## src/rtl/riscv_pkg.sv

```systemverilog
// Shared CPU definitions used by the fetch stage and its bench.
package riscv_pkg;
    localparam int              XLEN     = 32;
    localparam logic [XLEN-1:0] RESET_PC = '0;
    localparam logic [31:0]     INST_NOP = 32'h0000_0013;
    localparam int              FE_W     = XLEN * 2;

    typedef struct packed {
        logic [XLEN-1:0] pc;
        logic [XLEN-1:0] inst;
    } fetch_entry_t;
endpackage

```

## src/rtl/inst_fetch_if.sv

```systemverilog
// Fetch-stage bus: instruction memory, decode handshake and redirect input.
interface inst_fetch_if #(parameter int XLEN = 32);
    logic            imem_req;
    logic [XLEN-1:0] imem_addr;
    logic [XLEN-1:0] imem_rdata;
    logic            out_valid;
    logic            out_ready;
    logic [XLEN-1:0] out_pc;
    logic [XLEN-1:0] out_inst;
    logic            redirect_valid;
    logic [XLEN-1:0] redirect_pc;

    modport master (
        output imem_req, imem_addr, out_valid, out_pc, out_inst,
        input  imem_rdata, out_ready, redirect_valid, redirect_pc
    );
    modport slave (
        input  imem_req, imem_addr, out_valid, out_pc, out_inst,
        output imem_rdata, out_ready, redirect_valid, redirect_pc
    );
endinterface

```

## src/rtl/fetch_fifo.sv

```systemverilog
// Circular prefetch queue of {pc, inst} entries with flush; pointers wrap naturally (DEPTH is 2^n).
module fetch_fifo #(
    parameter  int DEPTH = 4,
    parameter  int W     = 64,
    localparam int AW    = $clog2(DEPTH)
) (
    input  logic          clk,
    input  logic          reset,
    input  logic          push,
    input  logic          pop,
    input  logic          flush,
    input  logic [W-1:0]  din,
    output logic [W-1:0]  dout,
    output logic [AW:0]   count,
    output logic          empty,
    output logic          full
);
    logic [W-1:0]  mem [DEPTH];
    logic [AW-1:0] wr_ptr, rd_ptr;

    always_ff @(posedge clk or negedge reset) begin
        if (!reset) begin
            wr_ptr <= '0;
            rd_ptr <= '0;
            count  <= '0;
        end else if (flush) begin
            wr_ptr <= '0;
            rd_ptr <= '0;
            count  <= '0;
        end else begin
            if (push) wr_ptr <= wr_ptr + AW'(1);
            if (pop)  rd_ptr <= rd_ptr + AW'(1);
            case ({push, pop})
                2'b10:   count <= count + (AW+1)'(1);
                2'b01:   count <= count - (AW+1)'(1);
                default: ;
            endcase
        end
    end

    // Storage needs no reset: nothing is read until count says it was written.
    always_ff @(posedge clk) begin
        if (push && !flush) mem[wr_ptr] <= din;
    end

    assign dout  = mem[rd_ptr];
    assign empty = (count == '0);
    assign full  = (count == (AW+1)'(DEPTH));

    a_no_overflow: assert property (@(posedge clk) disable iff (!reset)
        !(push && full && !pop && !flush));
endmodule

```

## src/rtl/inst_fetch.sv

```systemverilog
// Fetch stage: issues sequential imem reads, queues returned words, hands {pc, inst} to decode.
module inst_fetch #(
    parameter  int              XLEN     = riscv_pkg::XLEN,
    parameter  logic [XLEN-1:0] RESET_PC = riscv_pkg::RESET_PC,
    parameter  int              DEPTH    = 4,
    localparam int              AW       = $clog2(DEPTH)
) (
    input  logic           clk,
    input  logic           reset,
    inst_fetch_if.master   bus
);
    localparam logic [AW+1:0] DEPTH_W = (AW+2)'(DEPTH);

    logic [XLEN-1:0]   fetch_pc, pc_q;
    logic              req_q, kill;
    logic              issue, push, pop;
    logic [AW:0]       count;
    logic              empty, full;
    logic [2*XLEN-1:0] dout;
    logic [AW+1:0]     outstanding;

    // A word in flight reserves a slot; a same-cycle pop earns no credit.
    assign outstanding = {1'b0, count} + (AW+2)'(req_q);
    assign issue = reset && !bus.redirect_valid && (outstanding < DEPTH_W);
    assign push  = req_q && !kill && !bus.redirect_valid;
    assign pop   = !empty && bus.out_ready && !bus.redirect_valid;

    always_ff @(posedge clk or negedge reset) begin
        if (!reset) begin
            fetch_pc <= RESET_PC;
            pc_q     <= '0;
            req_q    <= 1'b0;
            kill     <= 1'b0;
        end else begin
            req_q <= issue;
            kill  <= bus.redirect_valid;
            if (bus.redirect_valid) begin
                fetch_pc <= {bus.redirect_pc[XLEN-1:2], 2'b00};
            end else if (issue) begin
                fetch_pc <= fetch_pc + XLEN'(4);
                pc_q     <= fetch_pc;
            end
        end
    end

    fetch_fifo #(.DEPTH(DEPTH), .W(2*XLEN)) u_fifo (
        .clk   (clk),
        .reset (reset),
        .push  (push),
        .pop   (pop),
        .flush (bus.redirect_valid),
        .din   ({pc_q, bus.imem_rdata}),
        .dout  (dout),
        .count (count),
        .empty (empty),
        .full  (full)
    );

    assign bus.imem_req  = issue;
    assign bus.imem_addr = fetch_pc;
    assign bus.out_valid = !empty;
    assign bus.out_pc    = empty ? '0 : dout[2*XLEN-1 -: XLEN];
    assign bus.out_inst  = empty ? '0 : dout[XLEN-1:0];
endmodule

```

## src/flat_wrapper.sv

```systemverilog
// flat-port wrapper written by rule: the top's interface ports become plain ports
module inst_fetch_flat 
#(
    parameter  int              XLEN     = riscv_pkg::XLEN,
    parameter  logic [XLEN-1:0] RESET_PC = riscv_pkg::RESET_PC,
    parameter  int              DEPTH    = 4,
    localparam int              AW       = $clog2(DEPTH)
)
  (clk, reset, bus_imem_req, bus_imem_addr, bus_out_valid, bus_out_pc, bus_out_inst, bus_imem_rdata, bus_out_ready, bus_redirect_valid, bus_redirect_pc);
  inst_fetch_if #(.XLEN(XLEN)) bus_i ();
  input  logic clk;
  input  logic reset;
  output wire logic [$bits(bus_i.imem_req)-1:0] bus_imem_req;
  output wire logic [$bits(bus_i.imem_addr)-1:0] bus_imem_addr;
  output wire logic [$bits(bus_i.out_valid)-1:0] bus_out_valid;
  output wire logic [$bits(bus_i.out_pc)-1:0] bus_out_pc;
  output wire logic [$bits(bus_i.out_inst)-1:0] bus_out_inst;
  input wire logic [$bits(bus_i.imem_rdata)-1:0] bus_imem_rdata;
  input wire logic [$bits(bus_i.out_ready)-1:0] bus_out_ready;
  input wire logic [$bits(bus_i.redirect_valid)-1:0] bus_redirect_valid;
  input wire logic [$bits(bus_i.redirect_pc)-1:0] bus_redirect_pc;
  assign bus_imem_req = bus_i.imem_req;
  assign bus_imem_addr = bus_i.imem_addr;
  assign bus_out_valid = bus_i.out_valid;
  assign bus_out_pc = bus_i.out_pc;
  assign bus_out_inst = bus_i.out_inst;
  assign bus_i.imem_rdata = bus_imem_rdata;
  assign bus_i.out_ready = bus_out_ready;
  assign bus_i.redirect_valid = bus_redirect_valid;
  assign bus_i.redirect_pc = bus_redirect_pc;
  inst_fetch #(.XLEN(XLEN), .RESET_PC(RESET_PC), .DEPTH(DEPTH)) u_core (.clk(clk), .reset(reset), .bus(bus_i));
endmodule
```

## config.mk

```make
export PLATFORM = sky130hd
export DESIGN_NAME = inst_fetch_flat
export DESIGN_NICKNAME = d
export VERILOG_FILES = /design/src/rtl/riscv_pkg.sv /design/src/rtl/inst_fetch_if.sv /design/src/rtl/fetch_fifo.sv /design/src/rtl/inst_fetch.sv /design/src/flat_wrapper.sv
export SDC_FILE = /design/constraint.sdc
export NUM_CORES = 1
export LEC_CHECK = 0
export CORE_MARGIN = 2
export CORE_UTILIZATION = 40
export DETAILED_ROUTE_END_ITERATION = 10
export GPL_TIMING_DRIVEN = 1
export HOLD_SLACK_MARGIN = 0.06
export PLACE_DENSITY = 0.67
export RECOVER_POWER = 25
export SYNTH_ARGS = -nofsm -noshare
export SYNTH_HDL_FRONTEND = slang
export SYNTH_SLANG_ARGS = --single-unit
export TNS_END_PERCENT = 50
```

## constraint.sdc

```tcl
create_clock -name clk -period 3.3 [get_ports clk]
set_input_delay 0.33 -clock clk [delete_from_list [all_inputs] [get_ports clk]]
set_output_delay 0.33 -clock clk [all_outputs]
set_load 0.02 [all_outputs]
```

# Word-level counts from Yosys, hierarchy flattened
# Memories as Yosys holds them, arrays and structs flattened.
# Cells that the tools add are included.
# totals
reg_bits,73
mem_bits_rw,256
input_bits,68
output_inout_bits,98
elab_cells,46
n_memories,1
# mem_list
memory,depth,width,read_ports,rd_clocked_by_memory_dff,wr,line,rtl
u_core.u_fifo.mem,4,64,1,0,1,fetch_fifo.sv:18,logic [W-1:0] mem [DEPTH];
# op_classes
addsub,6
magnitude_cmp,1
eq_ne,2
muxes,12
bitwise,1
n_reduce_logical,16
# ops
cell,count
32-bit two-way mux,4
32-bit by 3-bit adder with 32-bit output (second input constant),1
2-bit two-way mux,4
1-bit logical AND,7
3-bit case mux with 2 select lines,1
2-bit nonzero test,3
2-bit by 1-bit adder with 2-bit output (second input constant),2
3-bit by 1-bit adder with 4-bit output,1
4-bit by 3-bit less-than comparator with 1-bit output (second input constant),1
3-bit by 1-bit adder with 3-bit output (second input constant),1
1-bit zero test,3
3-bit zero test,1
3-bit two-way mux,1
3-bit nonzero test,1
3-bit by 1-bit subtractor with 3-bit output (second input constant),1
2-bit by 1-bit equality test with 1-bit output (second input constant),1
2-bit equality test (second input constant),1
1-bit two-way mux,2
2-bit AND reduction,1
1-bit inverter,1

# Longest topological paths before layout
# Gate-level depths: netlist (run 1).
# logic_depth
word_depth,7
mapped_depth,8
mapped_depth_nobuf,7

# By module
# Synthesis (run 1) repeated with hierarchy kept, for this count alone.
# unflattened
hier_cells,810
hier_area_um2,13305.3
# by_module_without_submodules
module,n_inst,cells_per_inst,area_per_inst_um2,seq_area_each_um2
fetch_fifo,1,377,9669.3,7862.5
inst_fetch,1,433,3636.0,1551.5

# Worst setup path before layout (run 1)
# No wires, ideal clock.
# synth_timing
path_type,register to register
from,register u_core.req_q
to,"memory u_core.u_fifo.mem[0][0], enable pin"
setup_time_ps,427
arrival_time_ps,2359
required_ps,2873
setup_slack_ps,514
path_stages_with_launch,4
n_path_buf,1
period_less_slack_ps,2786
path_cell_list,dfrtp_1 -> nor2b_1 -> clkbuf_1 -> and3_1
# synth_via
elab_chain_len,5
# synth_rtl
item,line,rtl
from (decl),inst_fetch.sv:15,"logic req_q, kill;"
from (signal assigned),inst_fetch.sv:35,req_q <= issue;
1-bit logical AND (2 in a row),inst_fetch.sv:25,assign push = req_q && !kill && !bus.redirect_valid;
1-bit logical AND,fetch_fifo.sv:43,if (push && !flush) mem[wr_ptr] <= din;
1-bit two-way mux,fetch_fifo.sv:43,
1-bit two-way mux (not written as such),fetch_fifo.sv:43,
to (decl),fetch_fifo.sv:18,
# Every way passes these cells.

# Worst setup path in the final report (run 1)
# layout_timing
from,register u_core.u_fifo.count[1]
to,output port bus_out_pc[17]
# layout_via
elab_chain_len,2
# layout_rtl
item,line,rtl
from (decl),fetch_fifo.sv:14,"output logic [AW:0] count,"
from (signal assigned),fetch_fifo.sv:34,2'b10: count <= count + (AW+1)'(1);
from (signal assigned),fetch_fifo.sv:35,2'b01: count <= count - (AW+1)'(1);
3-bit zero test,fetch_fifo.sv:47,assign empty = (count == '0);
32-bit two-way mux,inst_fetch.sv:62,assign bus.out_pc = empty ? '0 : dout[2*XLEN-1 -: XLEN];
to (decl),flat_wrapper.sv:16,output wire logic [$bits(bus_i.out_pc)-1:0] bus_out_pc;
# Every way passes these cells.

==> impl_metrics.yaml, run 1 <==
outcome:
  status: "completed"
cells_and_area:
  nNetsFinal: 1037
  final_layout_size_suffix_gt1_frac: 0.153
  fillers: 2631
  area_growth_pct: 25.7
  register_area_sq_mm: 0.00918
  multi_input_area_sq_mm: 0.00346
  finalNonFillerCells: 1390
grt:
  grt_use_met2: 0.274
  grt_use_met3: 0.0330
  grt_pass1_wl_um: 43800
  grt_pass1_vias: 7680
  antenna_found_initial: 1
  grt_usage: 0.169
  grt_overflow: 0
  grtUsageMet1: 0.240
  busiest_layer: "met2"
  grt_max_degree: 61
clock_tree:
  cts_made_buffers: 35
  clkTransAtPathRegs_ps: 60
  htree_levels: 2
  cts.path.max_buffers: 3
  worstSkewPairLatency_ps: 500
  cts_tree: "built"
  cts_sinks: 317
  root_buffer: "clkbuf_16"
critical_path:
  cp_max_fo: 48
  cp-end-kind: "output pin"
  crit_type: "register to output pin"
  cp.required_ps: 2970
  cp-start-kind: "register"
  crit_arrival_ps: 2800
power:
  combPwrFrac: 0.254
  leakage_nw: 5.65
  max-vdd-ir-drop_uv: 327
  swShare: 0.282
  p_switching_w: 0.00327
  seqPwrFrac: 0.429
  cell_internal_pwr_w: 0.00830
  clkPwrFrac: 0.316
  powerDensity_mw_per_mm2: 717
floorplan:
  core_region_area_sq_mm: 0.0316
  die_x_um: 183
  num_rows: 65
  dieArea_sq_mm: 0.0335
  die_h_um: 183
  io_pins: 166
  start_util: 0.406
sta:
  max_freq_ghz: 0.319
  worst_pin_slew_ps: 831
  rsz0062_at_grt: "no"
  finalHoldViolCount: 0
  setup_tns_ps: 0
  finClkSkew_ps: 11.3
  setup_viol: 0
  drv_slew: 0
  post-route-min-period_ps: 3130
  slew-limit-headroom: 0.445
  fin_crit_sh: 0.949
logic_synthesis:
  synthTopCellsByArea: "edfxtp_1, dfrtp_1, mux4_2, nand2_1, and2_1"
  ys_async_sr_fraction: 0.218
  ys.flop_type: "edfxtp_1"
  yosysMostFrequentCell: "edfxtp_1"
  synthCells: 784
  netlist_area_sq_mm: 0.0128
  ys_types: 49
  yosysTopAreaCell: "edfxtp_1"
  syn_avg_cell_area_sq_um: 16.4
  yosysSeqAreaShare: 0.715
  synthDominantCellAreaShare: 0.581
  yosysWarnings: 0
  ys_top_cells_by_count: "edfxtp_1, nand2_1, dfrtp_1, and2_1, mux4_2"
  synth_edf_count: 248
  ys_ff_latch: 317
detailed_routing:
  drcViolationCount: 0
  drt-pass1-iter-count: 6
  drtAntennaViolNets: 0
  vias: 7442
  drtIter0Drc: 478
  wl_um: 27800
  routedWlPerCell_um: 20.0
  via_per_inst: 5.35
placement:
  hpwl_um: 17500
  gp_congestion: 0.808
  port_buffers: 159
  placed_cells: 1327
worst_hold_path:
  min_path_type: "input port to asynchronous set/reset pin"
job:
  maxCapViolCount: 0
==> registers in the layout, indices dropped and copies added, names as in the netlist <==
name                  flops
u_core.pc_q              30
u_core.u_fifo.count       3
u_core.u_fifo.wr_ptr      2
u_core.u_fifo.mem       248
u_core.u_fifo.rd_ptr      2
u_core.req_q              1
u_core.bus.imem_addr     30
u_core.kill               1
==> cell type report <==
cell class	count	area share
flip-flops and latches	317	0.569
multi-input cells	418	0.215
repair buffers	187	0.116
clock buffers	43	0.0588
well taps	402	0.0312
clock inverters	18	0.00838
inverters	4	0.000931
diodes	1	0.000155
==> what timing repair did <==
action                    CTS  global route
resized for setup           0             0
hold endpoints to repair   18             0
buffers inserted            0             0
hold buffers                1             0
==> cell families after synthesis <==
kind of cell | Yosys count | share of synthesized area
XOR/XNOR | 6 | 0.00410
adder cells (fa/ha/maj) | 6 | 0.00644
buffers and inverters | 52 | 0.0176
other | 1 | 0.000292
multiplexers | 67 | 0.113
AND/OR/NAND/NOR | 273 | 0.109
flip-flops | 317 | 0.715
AO/OA/AOI/OAI | 62 | 0.0350
==> placed cells by master (no fill, tap or decap), types with 7 or more instances in the layout <==
| cell | count |
|---|---|
| edfxtp_1 | 248 |
| clkdlybuf4s50_1 | 126 |
| nand2_1 | 123 |
| dfrtp_1 | 67 |
| and2_1 | 66 |
| mux4_2 | 62 |
| clkbuf_16 | 37 |
| dlygate4sd3_1 | 33 |
| buf_4 | 22 |
| nand3_1 | 20 |
| o21ai_0 | 15 |
| nor2_1 | 14 |
| nand4_1 | 9 |
| clkinv_2 | 9 |
| o311ai_0 | 8 |
| a221o_1 | 8 |
| o211ai_1 | 8 |
| and3_1 | 7 |
==> through the flow <==
step,power (W),utilization,setup slack (ps),hold slack (ps),instance area [sq um]
final,0.0116,0.511,167,252,16100
after detailed placement,0.00804,0.476,690,237,15000
after global placement,0.00800,0.476,703,233,15000
after global routing,0.0121,0.511,0.838,263,16100
after CTS,0.0117,0.511,156,245,16100
after floorplan,0.00667,-,514,34.4,12800
==> critical path: stages, from the launching register on <==
cell and delay (ps):
dfrtp_1 410, or3_2 670, buf_4 350, and2_1 260
clkdlybuf4s50_1 560
==> final timing paths <==
| path | cells after the start | startpoint | end | slack, ps |
|---|---|---|---|---|
| max | 4 | u_core.u_fifo.count[1]$_DFFE_PN0P_ | bus_out_pc[17] | 170 |
| min | 2 | reset | u_core.bus.imem_addr[17]$_DFFE_PN0P_ | 250 |
| max reg2reg | 7 | u_core.u_fifo.count[1]$_DFFE_PN0P_ | u_core.u_fifo.count[2]$_DFFE_PN0P_ | 820 |
| min reg2reg | 0 | u_core.pc_q[17]$_DFFE_PN0P_ | u_core.u_fifo.mem[1][49]$_DFFE_PP_ | 510 |
| max in group asynchronous | 3 | reset | u_core.u_fifo.rd_ptr[1]$_DFFE_PN0P_ | 2040 |
| min in group clk | 3 | bus_redirect_pc[24] | u_core.bus.imem_addr[24]$_DFFE_PN0P_ | 410 |
==> per-layer routing <==
layer | part of all wire | vias up
li1 | - | 3359
met1 | 0.45 | 3780
met2 | 0.48 | 269
met3 | 0.062 | 34
met4 | 0.014 | 0
met5 | 0 | -
==> power by group through the flow <==
stage,logic (W),registers [W],clock network [W]
2_1_floorplan,0.00171,0.00496,0
3_3_place_gp,0.00297,0.00503,0
3_5_place_dp,0.00300,0.00505,0
4_1_cts,0.00301,0.00497,0.00374
5_1_grt,0.00320,0.00501,0.00391
6_report,0.00294,0.00497,0.00366
Note: power is estimated with default switching activity, not from simulation.
==> run 2, diff against run 1 <==
==> constraint.sdc (replaced) <==
create_clock -name clk -period 3.87 [get_ports clk]
set_input_delay 0.387 -clock clk [delete_from_list [all_inputs] [get_ports clk]]
set_output_delay 0.387 -clock clk [all_outputs]
set_load 0.02 [all_outputs]
==> run 2 against run 1 <==
Net effect:
- flip-flop and latch count is the same
- utilization is essentially flat
- via count shrank 1.9%
- wire length shrank 1.6%
- sequential power shrank 14%
- global-route usage shrank 0.47 points
- clock power shrank 9.8%
- worst setup slack gained 410 ps
- register-to-register slack gained 300 ps
==> impl_metrics.yaml, run 2 (same netlist as run 1, synthesis figures left out) <==
outcome:
  status: "completed"
placement:
  placed_cells: 1318
  placed_cell_area_sq_mm: 0.0150
  hpwl_um: 17000
  port_buffers: 159
  gp_congestion: 0.796
detailed_routing:
  routedWlPerCell_um: 19.8
  drt-pass1-iter-count: 5
  drcViolationCount: 0
  drtIter0Drc: 451
  drtAntennaViolNets: 0
  wl_um: 27400
  via_per_inst: 5.29
  vias: 7302
cells_and_area:
  nNetsFinal: 1027
  fillers: 2638
  multi_input_area_sq_mm: 0.00346
  layout.cells.most_common: "edfxtp_1"
  finalNonFillerCells: 1380
  largest_reg_flops: 248
  mostFrequentLayoutCells: "edfxtp_1, clkdlybuf4s50_1, nand2_1"
  register_area_sq_mm: 0.00918
  finalInstanceArea_sq_mm: 0.0161
  post-route-util: 0.511
  top_register: "u_core.u_fifo.mem"
  final_layout_size_suffix_gt1_frac: 0.149
  area_growth_pct: 25.7
  num_antenna_cells: 0
sta:
  worst_pin_slew_ps: 893
  finClkSkew_ps: 14.2
  setup_tns_ps: 0
  drv_slew: 0
  max_freq_ghz: 0.304
  finalHoldViolCount: 0
  fin_crit_sh: 0.851
  rsz0062_at_grt: "no"
  setup_viol: 0
  slew-limit-headroom: 0.405
  fin_hold_ws_ps: 148
  post-route-min-period_ps: 3290
floorplan:
  die_h_um: 183
  dieArea_sq_mm: 0.0335
  start_util: 0.406
  io_pins: 166
  die_x_um: 183
  core_region_area_sq_mm: 0.0316
  num_rows: 65
grt:
  grt_max_degree: 70
  grt_overflow: 0
  grt_pass1_wl_um: 42200
  grt_pass1_vias: 7335
  antenna_found_initial: 0
  grt_usage: 0.165
critical_path:
  cp_max_fo: 24
  cp-end-kind: "output pin"
  cp-start-kind: "register"
  critPathSlowestCell: "dfrtp_4"
  r2r-end: "u_core.u_fifo.count[2]$_DFFE_PN0P_"
  r2r_cells: 7
  critical-path-max-stage-delay_ps: 780
  cp.required_ps: 3480
  crit_type: "register to output pin"
  path_cells: "buf_4, mux4_2, and2_1, clkdlybuf4s50_1"
  r2r_setup_slack_ps: 1120
  crit_arrival_ps: 2900
  r2r_start: "u_core.u_fifo.count[1]$_DFFE_PN0P_"
clock_tree:
  worstSkewPairLatency_ps: 500
  cts_tree: "built"
  root_buffer: "clkbuf_16"
  clkTransAtPathRegs_ps: 60
  post_cts_buffers: 0
  cts.path.max_buffers: 3
  hold_buffers: 0
  cts_sinks: 317
  htree_levels: 2
  cts_made_buffers: 35
  cts_resized: 0
power:
  powerDensity_mw_per_mm2: 621
  max-vdd-ir-drop_uv: 253
  leakage_nw: 5.64
job:
  maxCapViolCount: 0
worst_hold_path:
  min_path_type: "input port to asynchronous set/reset pin"
[run 2: worst max path at each step]
stage               slack [ps]  depth (start not counted)                           endpoint                           startpoint
detailed placement        1020                          4                     bus_out_pc[11]  u_core.u_fifo.rd_ptr[0]$_DFFE_PN0P_
floorplan                 1080                          3  u_core.u_fifo.mem[0][0]$_DFFE_PP_               u_core.req_q$_DFF_PN0_
CTS                        490                          4                     bus_out_pc[11]  u_core.u_fifo.rd_ptr[0]$_DFFE_PN0P_
global placement          1050                          4                     bus_out_pc[21]  u_core.u_fifo.rd_ptr[0]$_DFFE_PN0P_
global route               410                          4                     bus_out_pc[21]  u_core.u_fifo.rd_ptr[0]$_DFFE_PN0P_
finish                     580                          4                     bus_out_pc[18]  u_core.u_fifo.rd_ptr[0]$_DFFE_PN0P_
[run 2: cell type report]
class,instances,share of cell area
Clock buffer,43,0.0594
Clock inverter,19,0.0124
Inverter,4,0.000931
Multi-Input combinational cell,418,0.215
Sequential cell,317,0.570
Tap cell,402,0.0312
Timing Repair Buffer,177,0.112
[run 2: report_power, final]
group	internal [W]	leakage [nW]	switching, W
registers	0.00397	3.10	0.000318
logic	0.00123	1.96	0.00120
clock network	0.00203	0.572	0.00127
total	0.00722	5.64	0.00279
[run 2: stage by stage]
step	worst slack, ps	power [W]
6_report	579	0.0100
4_1_cts	490	0.0101
3_5_place_dp	1020	0.00683
5_1_grt	405	0.0105
3_3_place_gp	1050	0.00680
2_1_floorplan	1080	0.00569
[run 2: layer usage]
| metal | vias to the layer above | routed length [um] | global-route usage | share of wire |
|---|---|---|---|---|
| met5 | - | 0 | 0 | 0 |
| li1 | 3344 | - | - | - |
| met2 | 245 | 12900 | 0.261 | 0.47 |
| met3 | 51 | 1650 | 0.0344 | 0.060 |
| met4 | 0 | 596 | 0.0458 | 0.022 |
| met1 | 3662 | 12200 | 0.233 | 0.45 |
[run 2: critical path, delay by kind of cell, from the launching register on]
family / cells / cell delay, ps
buffers and inverters: 2 / 940
multiplexers: 1 / 510
flip-flops: 1 / 780
AND/OR/NAND/NOR: 1 / 170
==> run 3, diff against run 2 <==
--- a/config.mk
+++ b/config.mk
@@ -8,6 +8,7 @@
 export CORE_MARGIN = 2
 export CORE_UTILIZATION = 40
 export DETAILED_ROUTE_END_ITERATION = 10
+export GPL_ROUTABILITY_DRIVEN = 1
 export GPL_TIMING_DRIVEN = 1
 export HOLD_SLACK_MARGIN = 0.06
 export PLACE_DENSITY = 0.67
==> results of run 3 <==
Final layout, timing and power as in run 2 (identical DEF).
